==> src/rtl/l2_cache_ctrl.sv <==
// L2 line controller: round-robin I/D arbitration, lookup, dirty writeback and refill.
// Optional hit/miss/writeback counters are compiled in when L2_STAT_EN is defined.
module l2_cache_ctrl #(
   parameter int ADDR_W = 28,
   parameter int IDX_W  = 5,
   parameter int DATA_W = 128
`ifdef L2_STAT_EN
   ,
   parameter int CNT_W  = 16
`endif
) (
   input  logic                           clk,
   input  logic                           rst_n,
   input  logic                           i_read,
   input  logic [ADDR_W-1:0]              i_addr,
   output logic                           i_ready,
   output logic [DATA_W-1:0]              i_rdata,
   input  logic                           d_read,
   input  logic                           d_write,
   input  logic [ADDR_W-1:0]              d_addr,
   input  logic [DATA_W-1:0]              d_wdata,
   output logic                           d_ready,
   output logic [DATA_W-1:0]              d_rdata,
   output logic [ADDR_W-1:0]              sram_addr,
   output logic [DATA_W+ADDR_W-IDX_W+2:0] sram_wdata,
   output logic                           sram_write,
   output logic                           sram_id,
   input  logic [DATA_W+ADDR_W-IDX_W+2:0] sram_rdata,
   input  logic                           sram_hit,
   output logic                           mem_read,
   output logic                           mem_write,
   output logic [ADDR_W-1:0]              mem_addr,
   output logic [DATA_W-1:0]              mem_wdata,
   input  logic [DATA_W-1:0]              mem_rdata,
   input  logic                           mem_ready,
   output logic [2:0]                     state_dbg
`ifdef L2_STAT_EN
   ,
   output logic [CNT_W-1:0]               hit_cnt,
   output logic [CNT_W-1:0]               miss_cnt,
   output logic [CNT_W-1:0]               wb_cnt
`endif
);
   localparam int TAG_W  = ADDR_W - IDX_W;
   localparam int LINE_W = DATA_W + TAG_W + 3;

   typedef enum logic [2:0] {IDLE, LOOKUP, WB, ALLOC, DONE} state_t;

   // Handshake: a requester holds read/write until its one-cycle ready pulse and
   // may change the request in the following cycle; memory holds read/write until mem_ready.
   state_t              state, state_nx;
   logic                rr_ptr;      // 1 = I-side wins the next tie
   logic                grant_src;   // 1 = I-side transaction
   logic [ADDR_W-1:0]   g_addr;
   logic                g_write;
   logic [DATA_W-1:0]   g_wdata;
   logic [TAG_W-1:0]    v_tag;
   logic [DATA_W-1:0]   v_data;
   logic                d_req, grant_i, victim_dirty;
   logic [LINE_W-1:0]   dirty_line;
   logic                unused_rdata_id;

   assign d_req           = d_read | d_write;
   assign grant_i         = i_read & (~d_req | rr_ptr);
   assign victim_dirty    = sram_rdata[LINE_W-2] & sram_rdata[LINE_W-3];
   assign dirty_line      = {1'b0, 1'b1, 1'b1, g_addr[ADDR_W-1:IDX_W], g_wdata};
   assign unused_rdata_id = sram_rdata[LINE_W-1];
   assign state_dbg       = state;
   assign i_ready         = (state == DONE) & grant_src;
   assign d_ready         = (state == DONE) & ~grant_src;

   always_ff @(posedge clk or negedge rst_n) begin
      if (!rst_n) begin
         state     <= IDLE;
         rr_ptr    <= 1'b1;
         grant_src <= 1'b0;
         g_addr    <= '0;
         g_write   <= 1'b0;
         g_wdata   <= '0;
         v_tag     <= '0;
         v_data    <= '0;
         i_rdata   <= '0;
         d_rdata   <= '0;
      end else begin
         state <= state_nx;
         case (state)
            IDLE: if (i_read || d_req) begin
               grant_src <= grant_i;
               g_addr    <= grant_i ? i_addr : d_addr;
               g_write   <= ~grant_i & d_write;
               g_wdata   <= d_wdata;
               if (i_read && d_req) rr_ptr <= ~rr_ptr;
            end
            LOOKUP: if (sram_hit) begin
               if (!g_write) begin
                  if (grant_src) i_rdata <= sram_rdata[DATA_W-1:0];
                  else           d_rdata <= sram_rdata[DATA_W-1:0];
               end
            end else begin
               v_tag  <= sram_rdata[DATA_W+TAG_W-1:DATA_W];
               v_data <= sram_rdata[DATA_W-1:0];
            end
            ALLOC: if (mem_ready) begin
               if (grant_src) i_rdata <= mem_rdata;
               else           d_rdata <= mem_rdata;
            end
            default: ;
         endcase
      end
   end

   always_comb begin
      state_nx   = state;
      sram_addr  = '0;
      sram_id    = 1'b0;
      sram_write = 1'b0;
      sram_wdata = '0;
      mem_read   = 1'b0;
      mem_write  = 1'b0;
      mem_addr   = '0;
      mem_wdata  = '0;
      if (state != IDLE) begin
         sram_addr = g_addr;
         sram_id   = grant_src;
      end
      case (state)
         IDLE:   if (i_read || d_req) state_nx = LOOKUP;
         LOOKUP: begin
            if (sram_hit) begin
               if (g_write) begin
                  sram_write = 1'b1;
                  sram_wdata = dirty_line;
               end
               state_nx = DONE;
            end else if (victim_dirty) begin
               state_nx = WB;
            end else if (g_write) begin
               // Full-line write: a clean victim is simply overwritten, no fetch.
               sram_write = 1'b1;
               sram_wdata = dirty_line;
               state_nx   = DONE;
            end else begin
               state_nx = ALLOC;
            end
         end
         WB: begin
            mem_write = 1'b1;
            mem_addr  = {v_tag, g_addr[IDX_W-1:0]};
            mem_wdata = v_data;
            if (mem_ready) begin
               if (g_write) begin
                  sram_write = 1'b1;
                  sram_wdata = dirty_line;
                  state_nx   = DONE;
               end else begin
                  state_nx = ALLOC;
               end
            end
         end
         ALLOC: begin
            mem_read = 1'b1;
            mem_addr = g_addr;
            if (mem_ready) begin
               sram_write = 1'b1;
               sram_wdata = {grant_src, 1'b1, 1'b0, g_addr[ADDR_W-1:IDX_W], mem_rdata};
               state_nx   = DONE;
            end
         end
         DONE:    state_nx = IDLE;
         default: state_nx = IDLE;
      endcase
   end

`ifdef L2_STAT_EN
   always_ff @(posedge clk or negedge rst_n) begin
      if (!rst_n) begin
         hit_cnt  <= '0;
         miss_cnt <= '0;
         wb_cnt   <= '0;
      end else begin
         if (state == LOOKUP && sram_hit && hit_cnt != '1)    hit_cnt  <= hit_cnt + 1'b1;
         if (state == LOOKUP && !sram_hit && miss_cnt != '1)  miss_cnt <= miss_cnt + 1'b1;
         if (state == WB && mem_ready && wb_cnt != '1)        wb_cnt   <= wb_cnt + 1'b1;
      end
   end
`endif

endmodule

==> config.mk <==
export PLATFORM = sky130hd
export DESIGN_NAME = l2_cache_ctrl
export DESIGN_NICKNAME = d
export VERILOG_FILES = /design/src/rtl/l2_cache_ctrl.sv
export SDC_FILE = /design/constraint.sdc
export NUM_CORES = 1
export LEC_CHECK = 0
export CORE_AREA = 2 2 423 425
export DETAILED_ROUTE_END_ITERATION = 8
export DIE_AREA = 0 0 425 427
export PLACE_DENSITY = 0.39
export SLEW_MARGIN = 0
export SYNTH_ARGS = -nofsm -noshare
export SYNTH_HDL_FRONTEND = slang
export SYNTH_SLANG_ARGS = --single-unit
==> constraint.sdc <==
create_clock -name clk -period 6 [get_ports clk]
set_input_delay 0.6 -clock clk [delete_from_list [all_inputs] [get_ports clk]]
set_output_delay 0.6 -clock clk [all_outputs]
set_load 0.01 [all_outputs]
# ---- Yosys cells after proc, flatten, opt, wreduce, memory -nomap -nowiden
# Index checks and enable logic that the tools add are counted.
dict set report classes {
  addsub 0
  multipliers 0
  div 0
  magnitude_cmp 0
  n_eq_ne 13
  shift 0
  mux 38
  bitwise_logic 12
  reduce_logical 11
}
# operator n
set ops {}
lappend ops {{$mux 128} 11}
lappend ops {{$pmux 128 s2} 2}
lappend ops {{$pmux 154 s3} 1}
lappend ops {{$mux 153} 3}
lappend ops {{$mux 154} 2}
lappend ops {{$mux 28} 2}
lappend ops {{$pmux 28 s2} 1}
lappend ops {{$mux 3} 6}
lappend ops {{$ne 2x2->1 const B} 9}
lappend ops {{$pmux 3 s4} 1}
lappend ops {{$reduce_and 6->1} 2}
lappend ops {{$mux 1} 8}
lappend ops {{$eq 3x2->1 const B} 2}
lappend ops {{$reduce_and 3->1} 2}
lappend ops {{$and 1x1->1} 5}
lappend ops {{$not 1->1} 5}
lappend ops {{$reduce_and 2->1} 2}
lappend ops {{$eq 3x1->1 const B} 1}
lappend ops {{$eq 3x3->1 const B} 1}
lappend ops {{$logic_not 3->1} 1}
lappend ops {{$pmux 1 s3} 1}
lappend ops {{$reduce_bool 3->1} 1}
lappend ops {{$or 1x1->1} 2}
lappend ops {{$reduce_bool 2->1} 1}
lappend ops {{2 further kinds} 2}
dict set report word_totals {
  reg_bits 569
  latch_bits 0
  ramBits 0
  rom_bits 0
  in_bits 473
  elab_cells 84
  n_memories 0
}

# ---- Depth between registers and ports, before layout
dict set report depth {
  depth_word 6
  depth_mapped 7
}

# ---- Worst setup path before layout
# OpenSTA, ideal clock, no wires.
dict set report synth_timing {
  path_type {input to output}
  start {input sram_rdata[151]}
  end {output sram_wdata[152]}
  t_arrival_ns 1.887
  required_ns 5.400
  slack_ns 3.513
  cell_stages 6
  cell_sequence {and3b_1 o32ai_1 buf_2 buf_2 a21o_1 buf_4}
}
dict set report synth_between {
  elab_chain_len 4
}
# element line
set synth_rtl {}
lappend synth_rtl {{from (decl)} 28} ;# input logic [DATA_W+ADDR_W-IDX_W+2:0] sram_rdata,
lappend synth_rtl {{$and 1x1->1} 65} ;# assign victim_dirty = sram_rdata[LINE_W-2] & sram_rdata[LINE_W-3];
lappend synth_rtl {{$mux 153} 135} ;# end else if (victim_dirty) begin
lappend synth_rtl {{$mux 153} 129} ;# if (sram_hit) begin
lappend synth_rtl {{$pmux 154 s3} 126} ;# case (state)
lappend synth_rtl {{to (decl)} 25} ;# output logic [DATA_W+ADDR_W-IDX_W+2:0] sram_wdata,
# Every way passes these cells.

# ---- Worst setup path in the final report
dict set report layout_timing {
  start {register state[2], in the netlist state_dbg[2]}
  end {output sram_wdata[21]}
}
dict set report layout_between {
  elab_chain_len 2
  word_cells_on_any_way 4
  classes_between {eq/ne: 3; mux: 1}
}
# element line
set layout_rtl {}
lappend layout_rtl {{from (decl)} 51} ;# state_t state, state_nx;
lappend layout_rtl {{from (signal assigned)} 85} ;# state <= state_nx;
lappend layout_rtl {{$eq 3x2->1 / $eq 3x1->1 (equally long branches)} 126}
lappend layout_rtl {{$pmux 154 s3 (*)} 126}
# Every way passes the cells marked *; elsewhere a longest branch is shown, timed or not.

==> impl_metrics.tcl <==
set metrics [dict create \
    cts_buffers 80 \
    fmax_mhz 218.4 \
    clock_skew_ns 0.02052 \
    synth-async-reset-ratio_pct 100.0 \
    synth_top_family_by_area "multiplexers" \
    synth_mux_area_share_pct 30.68 \
    vias 21230 \
    gp_congestion 0.8224 \
    syn2layout_area_growth_pct 57.66 \
    start_util_pct 15.53 \
    die_w_microns 425 \
    drt-pass1-iter-count 5 \
    drc_errors 0 \
    fin_crit_sh_pct 76.33 \
    worst_pin_slew_ns 1.150 \
    yosysSeqAreaShare_pct 51.72 \
    drt_iter0_markers 1124 \
    tns_ns 0 \
    max_stage_delay_ns 0.74 \
    ys_ff_latch 569 \
    synth_area_per_cell_sq_um 13.92 \
    die_h_microns 427 \
    max_cap_viol_count 0 \
    placedInstanceArea_sq_um 40730 \
    grt-ovfl-total 0 \
    clock_path_buffers 3 \
    synth_xor_area_share_pct 0.03181 \
    synth-main-ff-cell "dfrtp_1" \
    cts_sinks 569 \
    whs_ns 0.4865 \
    grt_pass1_vias 21940 \
    hold_class "reg -> reg" \
    totalWireLength_mm 150.8 \
    boundaryPins 1076 \
    rsz0062_at_grt "no" \
    io_buffer_count 1074 \
    layout-drive-gt1-share_pct 27.43 \
    critPathCaptureType "primary output" \
    crit_path_start_kind "register" \
    arrival_ns 3.98 \
    detail-route-antenna-nets 0 \
    leakagePower_uw 0.01686 \
    slew_headroom_pct 23.31 \
    hpwl_mm 114.0 \
    vias_per_cell 3.902 \
    clk-insertion-delay-late_ns 0.68 \
    hold_viol_final 0 \
    pwr-share-comb_pct 47.8 \
    cts_tree "built" \
    yosys.area_share.simple_pct 5.822 \
    path_cells "nand2b_1 > o32ai_4 > buf_4 > a32o_1 > clkdlybuf4s50_1" \
    internal_power_uw 14900 \
    p_switching_uw 8449 \
    status "complete, no violations" \
    antenna_found_initial 26 \
    reg2reg_slack_ns 2.49 \
    critPathMaxFanout 31 \
    netlist_area_sq_um 27530 \
    grt_max_degree 130 \
    core_sq_um 177300 \
    grt.total_usage_pct 15.98 \
    dieArea_sq_um 181500 \
    ys_warn_count 0 \
    p_sw_share_pct 36.18 \
    worstSetupPathType "reg -> out" \
    cp.required_ns 5.40 \
    synthAdderAreaFrac_pct 0 \
    post-route-min-period_ns 4.580 \
    final_nets 3484 \
    setup-violations-final 0 \
    wire_per_inst_microns 27.71 \
    pwr-share-seq_pct 31.0 \
    synthCells 1978 \
    vdd_ir_drop_max_mv 0.2416 \
    clkSlewWorstSetupHoldPaths_ns 0.06 \
    ctsHtreeMaxLevel 3 \
    grt_first_pass_wirelength_mm 200.6 \
    pwr_density_cell_nw_per_um2 537.9 \
    crit_slowest_cell "o32ai_4" \
    root_buffer "clkbuf_16" \
    row_count 155 \
    ys_types 47 \
    fin_area_sq_um 43410 \
    post-route-util_pct 24.49 \
    synth-compound-area-share_pct 7.372 \
    synth_edf_count 0 \
    p_clk_share_pct 21.2 \
    drv_slew 0 \
    syn_nets 2451 \
]
==> per-stage QoR <==
stage                     setup slack (ns)  power [uW]  std cells
after global routing                 1.192       24590       5431
after detailed placement             1.581       18690       5283
final                                1.420       23350       5440
after floorplan                      3.513       12630       1978
after global placement               1.606       18650       5283
after CTS                            1.272       23840       5428
==> path summary, 6_finish.rpt <==
| kind | start | to | depth (start not counted) |
|---|---|---|---|
| worst max-delay path | state_dbg[2] | sram_wdata[21] | 5 |
| worst min-delay path | i_rdata[33] | i_rdata[33] | 1 |
| worst max register to register | g_write | i_rdata[32] | 5 |
| worst min register to register | i_rdata[33] | i_rdata[33] | 1 |
| max in group asynchronous | rst_n | g_addr[21] | 3 |
| min in group asynchronous | rst_n | g_wdata[31] | 2 |
==> cells in the final DEF (no fill, tap or decap), types with 29 or more instances in the layout <==
master	n
a21oi_1	31
a32o_1	129
and2_1	162
buf_4	29
clkbuf_16	81
clkdlybuf4s50_1	1073
dfrtp_1	566
mux2_2	453
mux2_4	200
nand2_1	53
nand3_1	29
o21ai_0	52
==> repair_timing <==
| action | 4_1_cts | 5_1_grt |
|---|---|---|
| setup buffers | 0 | 0 |
| hold buffers | 1 | 0 |
| hold endpoints to repair | 75 | 0 |
| resized for setup | 0 | 0 |
==> synthesized netlist by cell type (2+ instances only) <==
master / n / share of area, %
a31oi_1: 28 / 0.64
buf_8: 2 / 0.11
buf_12: 22 / 1.6
a211oi_4: 2 / 0.15
mux2i_1: 23 / 0.84
mux2_2: 453 / 19
nor2_1: 26 / 0.35
buf_1: 4 / 0.055
and3b_1: 2 / 0.064
buf_4: 13 / 0.35
mux2_1: 10 / 0.41
nand2b_1: 3 / 0.068
dfrtp_1: 568 / 52
clkbuf_1: 70 / 0.95
buf_2: 57 / 1.0
and2_1: 162 / 3.7
buf_6: 5 / 0.20
a21oi_1: 31 / 0.56
nor3_1: 3 / 0.055
or3_1: 2 / 0.045
nand2_1: 53 / 0.72
inv_1: 4 / 0.055
a32o_1: 129 / 4.7
mux2_4: 200 / 11
nor4b_1: 4 / 0.13
o21ai_0: 52 / 0.95
o21bai_1: 2 / 0.055
nand3_1: 29 / 0.53
==> kinds of logic after synthesis <==
kind of cell,count (synthesis)
mux,686
flops,569
xor+xnor,1
simple gates,290
compound gates,255
buf+inv,177
==> routing by layer <==
metal	track usage, %	up-vias	routed length (microns)
li1	-	9328	-
met1	19.60	11040	62080
met2	27.46	681	76090
met3	4.435	173	9186
met4	4.031	4	3375
met5	0	-	27
==> final cells by class <==
| cell class | instances | area, sq um |
|---|---|---|
| Inverter | 4 | 15.01 |
| Timing Repair Buffer | 1124 | 11380 |
| Clock inverter | 32 | 366.6 |
| Clock buffer | 112 | 2273 |
| Multi-Input combinational cell | 1232 | 12150 |
| Fill cell | 18790 | 133900 |
| Sequential cell | 569 | 14240 |
| Tap cell | 2355 | 2947 |
| Antenna cell | 12 | 30.03 |
==> power by group through the flow <==
stage	combinational, uW	clock, uW	sequential, uW
3_3_place_gp	11400	0	7280
2_1_floorplan	5520	0	7110
6_report	11200	4940	7240
4_1_cts	11400	5150	7250
3_5_place_dp	11400	0	7290
5_1_grt	11800	5270	7500
==> worst max-delay path: cells and delay by family, from the launching register on <==
kind,cells,cell delay [ns]
AND/OR/NAND/NOR,1,0.39
buffers and inverters,2,1.10
AO/OA/AOI/OAI,2,1.20
flip-flops,1,0.56
==> state kept, by name (all words and copies together), names as in the netlist <==
name / count
i_rdata: 128
g_addr: 28
g_wdata: 128
state_dbg: 3
v_data: 128
rr_ptr: 1
d_rdata: 128
grant_src: 1
g_write: 1
v_tag: 23
Power figures use the tool's default switching activity.
==> RTL change 1 (same flow settings) <==
The option `L2_STAT_EN` is turned on by a define.
--- a/src/rtl/l2_cache_ctrl.sv
+++ b/src/rtl/l2_cache_ctrl.sv
@@ -1,4 +1,6 @@
 // L2 line controller: round-robin I/D arbitration, lookup, dirty writeback and refill.
 // Optional hit/miss/writeback counters are compiled in when L2_STAT_EN is defined.
+`define L2_STAT_EN
+
 module l2_cache_ctrl #(
    parameter int ADDR_W = 28,
New outputs: hit_cnt, miss_cnt and wb_cnt. Function: not settled (the Yosys comparison gave no result); the edit may change what the design does.
==> RTL change 1 against the original RTL <==
Core utilization increased by 0.68 points. Sequential cell count increased by 48. Total power decreased by 2.2%. First-iteration DRC count increased by 34%. Synthesized cell count increased by 50%. Area after synthesis increased by 0.68%. Cell area increased by 2.8%. Worst hold slack got worse by 0.052 ns. Setup slack got worse by 0.10 ns. Sequential power increased by 2%. Sequential share of layout area increased by 1.8 points. Wire length increased by 6.4%. Critical endpoint is now sram_wdata[12].
==> RTL change 1: results (changes against the original RTL) <==
buffering overhead=26.40% (was 26.23%); vias=25,550 (was 21,230); cells on worst reg2reg path=7 (was 5); initial drt markers=1,510 (was 1,124); Worst VDD drop=323.0 uV (was 241.6 uV); # placed instances=6,286 (was 5,283); bufs w/o clock=1,164 (was 1,124); WHS Path Cells=3 (was 1); Total Routed Length=160,500 um (was 150,800 um); Area contributors post-synth=dfrtp_1, nand2_1, mux2i_1, and2_1, a22o_1 (was dfrtp_1, mux2_2, mux2_4, a32o_1, and2_1); RR Endpoint=d_rdata[89] (was i_rdata[32]); largest net degree at the start of global routing=137 (was 130); Clock-cell share=6.672% (was 6.082%); Post-synth top cells=nand2_1, dfrtp_1, and2_1 (was dfrtp_1, mux2_2, mux2_4); # diodes=15 (was 12); hold path startpoint=d_wdata[127] (was i_rdata[33]); multi-input gates=2,140 (was 1,232); post-synth net total=3,445 (was 2,451); Register Area=15,440 um^2 (was 14,240 um^2); invs w/o clock=11 (was 4); post-synthesis sequential area ratio=55.71% (was 51.72%); Post-Route Skew=0.05177 ns (was 0.02052 ns); nets=4,493 (was 3,484); Filler Cell Count=19,250 (was 18,790); CP max FO=38 (was 31); Synth cell types=60 (was 47); post-DP HPWL=119,200 um (was 114,000 um); Mapped Cells=2,969 (was 1,978); clock sink count=617 (was 569); final cell count without fillers=6,454 (was 5,440); global-route usage over all layers=16.96% (was 15.98%); reg-to-reg startpoint=state_dbg[1] (was g_write); worst hold path endpoint=g_wdata[127] (was i_rdata[33]); internal reg-to-reg setup slack=2.39 ns (was 2.49 ns); Num CTS Buffers=83 (was 80); status=completed (unchanged)
RTL change 1: changes by cell type in the layout (fill, tap and decap cells not counted), sizes merged, moves of 114 or more:
| cell | change |
|---|---|
| nand2 | +959 |
| mux2 | -650 |
| mux2i | +157 |
| nor2 | +147 |
| a22o | +128 |
| a32o | -128 |
| o21ai | +114 |
RTL change 1: cell families after synthesis:
kind of cell	count (synthesis)	share of synthesized area (%)
muxes	193	7.042
adders and majority gates	3	0.1354
xor gates and xnor gates	29	0.9163
and+or+nand+nor	1469	22.72
AOI/OAI and AO/OA	446	9.994
buffers and inverters	212	3.485
DFF	617	55.71
RTL change 1: worst max path at each step:
| stage | end | from | slack [ns] | depth (start not counted) |
|---|---|---|---|---|
| floorplan | sram_wdata[104] | state_dbg[0] | 3.70 | 6 |
| global placement | sram_wdata[6] | sram_hit | 1.74 | 7 |
| detailed placement | sram_wdata[6] | sram_hit | 1.72 | 7 |
| CTS | sram_wdata[12] | state_dbg[0] | 1.22 | 5 |
| global route | sram_wdata[12] | state_dbg[0] | 1.16 | 5 |
| finish | sram_wdata[12] | state_dbg[0] | 1.32 | 5 |
RTL change 1: repair_timing:
item                      4_1_cts  5_1_grt
hold endpoints to repair       59        0
hold buffers                    1        0
gates resized for setup         0        0
RTL change 1: per-layer routing:
| layer | global-route usage (%) | part of all wire (%) |
|---|---|---|
| met1 | 20.17 | 40 |
| met2 | 29.49 | 50 |
| met3 | 4.300 | 6.4 |
| met4 | 5.881 | 3.1 |
| met5 | 0 | 0.027 |
RTL change 1: critical path: stages, from the launching register on:
cell and delay (ns):
dfrtp_2 0.79, buf_4 0.48, and3_4 0.75, buf_12 0.31, a22o_1 0.34, clkdlybuf4s50_1 0.60
RTL change 1: metrics by stage:
stage / hold WS [ns] / power (uW) / setup WS, ns / utilization, % / area [um^2]
2_1_floorplan: 0.3044 / 11610 / 3.701 / - / 27720
3_3_place_gp: 0.4488 / 17610 / 1.738 / 23.46 / 41590
4_1_cts: 0.3456 / 23350 / 1.224 / 25.15 / 44580
5_1_grt: 0.3974 / 24340 / 1.165 / 25.16 / 44600
3_5_place_dp: 0.4537 / 17670 / 1.717 / 23.46 / 41590
6_report: 0.4345 / 22850 / 1.316 / 25.17 / 44610
RTL change 1: power breakdown:
| part | internal (uW) | switching (uW) | leakage (uW) |
|---|---|---|---|
| Combinational | 4420 | 5540 | 0.0110 |
| Clock | 3280 | 2180 | 0.00147 |
| Sequential | 6110 | 1300 | 0.00755 |
| Total | 13800 | 9030 | 0.0200 |
==> RTL change 2 (same settings) <==
Made on the original files. Put one more register stage on the output `state_dbg`, without a reset. The value now appears one clock later. The other outputs are not delayed to match.
--- a/src/rtl/l2_cache_ctrl.sv
+++ b/src/rtl/l2_cache_ctrl.sv
@@ -66,5 +66,7 @@
    assign dirty_line      = {1'b0, 1'b1, 1'b1, g_addr[ADDR_W-1:IDX_W], g_wdata};
    assign unused_rdata_id = sram_rdata[LINE_W-1];
-   assign state_dbg       = state;
+   always_ff @(posedge clk) begin
+      state_dbg <= state;
+   end
    assign i_ready         = (state == DONE) & grant_src;
    assign d_ready         = (state == DONE) & ~grant_src;
Check against the original RTL: not settled (the Yosys comparison gave no result); the edit may change what the design does.
==> RTL change 2 against the original RTL <==
Total power fell by 1.9%. Setup slack worse by 0.017 ns. Clock power rose by 4%. Area after synthesis down 1.4%. Wire length grew 2.6%. Sequential share of layout area grew 0.28 points. Critical endpoint is now sram_wdata[14]. Cell area decreased by 0.42%. Sequential cell count up 3.
==> RTL change 2: results (changes against the original RTL) <==
Num CTS Buffers=81 (was 80); routed metal-1 wirelength=61,390 um (was 62,080 um); Area contributors post-synth=dfrtp_1, mux2_2, mux2_4, a32o_1, and2_1 (unchanged); vias in the first global route=22,150 (was 21,940); first-pass GRT wire length=204,200 um (was 200,600 um); met1 Use GR=19.26% (was 19.60%); post-synthesis sequential area ratio=52.70% (was 51.72%); Lkg Pwr=0.01658 uW (was 0.01686 uW); nets=3,483 (was 3,484); number of antenna violations at the first check in global routing=61 (was 26); internal reg-to-reg setup slack=2.92 ns (was 2.49 ns); Worst Setup SP=state[1] (was state_dbg[2]); status=completed (unchanged); crit path to=sram_wdata[14] (was sram_wdata[21]); Mapped Cells=1,982 (was 1,978); Clock power frac=22.4% (was 21.2%); hold path startpoint=i_rdata[29] (was i_rdata[33]); post-synthesis xor/xnor area fraction=0.03228% (was 0.03181%); post-synth net total=2,455 (was 2,451); sequential power=7120 uW (was 7240 uW); internal power=14,610 uW (was 14,900 uW); Worst VDD drop=302.9 uV (was 241.6 uV); cells on worst reg2reg path=6 (was 5); # placed instances=5,281 (was 5,283); placer congestion estimate=0.8135 (was 0.8224); grt met2 use=27.99% (was 27.46%); reg-to-reg startpoint=state[0] (was g_write); Synth cell types=50 (was 47); CP max FO=103 (was 31); compound-cell area share of the yosys netlist=7.451% (was 7.372%); Slew HR=14.35% (was 23.31%); layout cells sized above 1=26.05% (was 27.43%); Post-synth top cells=dfrtp_1, mux2_2, and2_1 (was dfrtp_1, mux2_2, mux2_4); initial drt markers=1,137 (was 1,124); post-DP HPWL=115,300 um (was 114,000 um); RR Endpoint=g_wdata[11] (was i_rdata[32]); DP Worst Slack=1.806 ns (was 1.581 ns); crit path DAT=4.00 ns (was 3.98 ns); largest net degree at the start of global routing=117 (was 130); Sw Ratio=36.24% (was 36.18%); Async S/R FF share, synth=99.48% (was 100.0%)
[RTL change 2: cell count changes in the layout (fill, tap and decap cells not counted), moves of 2 or more]
cell / before / now
buf_12: 20 / 17
buf_4: 29 / 26
clkbuf_1: 18 / 21
clkbuf_8: 13 / 21
clkinv_16: 0 / 2
clkinv_2: 19 / 9
clkinv_8: 0 / 2
dfxtp_1: 0 / 3
diode_2: 12 / 37
mux2_1: 10 / 47
mux2_2: 453 / 516
mux2_4: 200 / 100
nand2_1: 53 / 51
o21ai_0: 52 / 54
[RTL change 2: cell type report]
type                       count  area, um^2
fill                       18930      134000
sequential                   572       14310
multi-input combinational   1232       11760
timing repair buffer        1118       11300
tap                         2355        2947
clock buffer                 123        2395
clock inverter                25       400.4
antenna                       37       92.59
inverter                       5       18.77
[RTL change 2: worst max-delay path, stage by stage (launching register included)]
cell,delay [ns]
dfrtp_1,0.85
nand2b_1,0.10
buf_4,0.28
o32ai_4,0.21
buf_12,0.48
a32o_1,0.58
clkdlybuf4s50_1,0.64
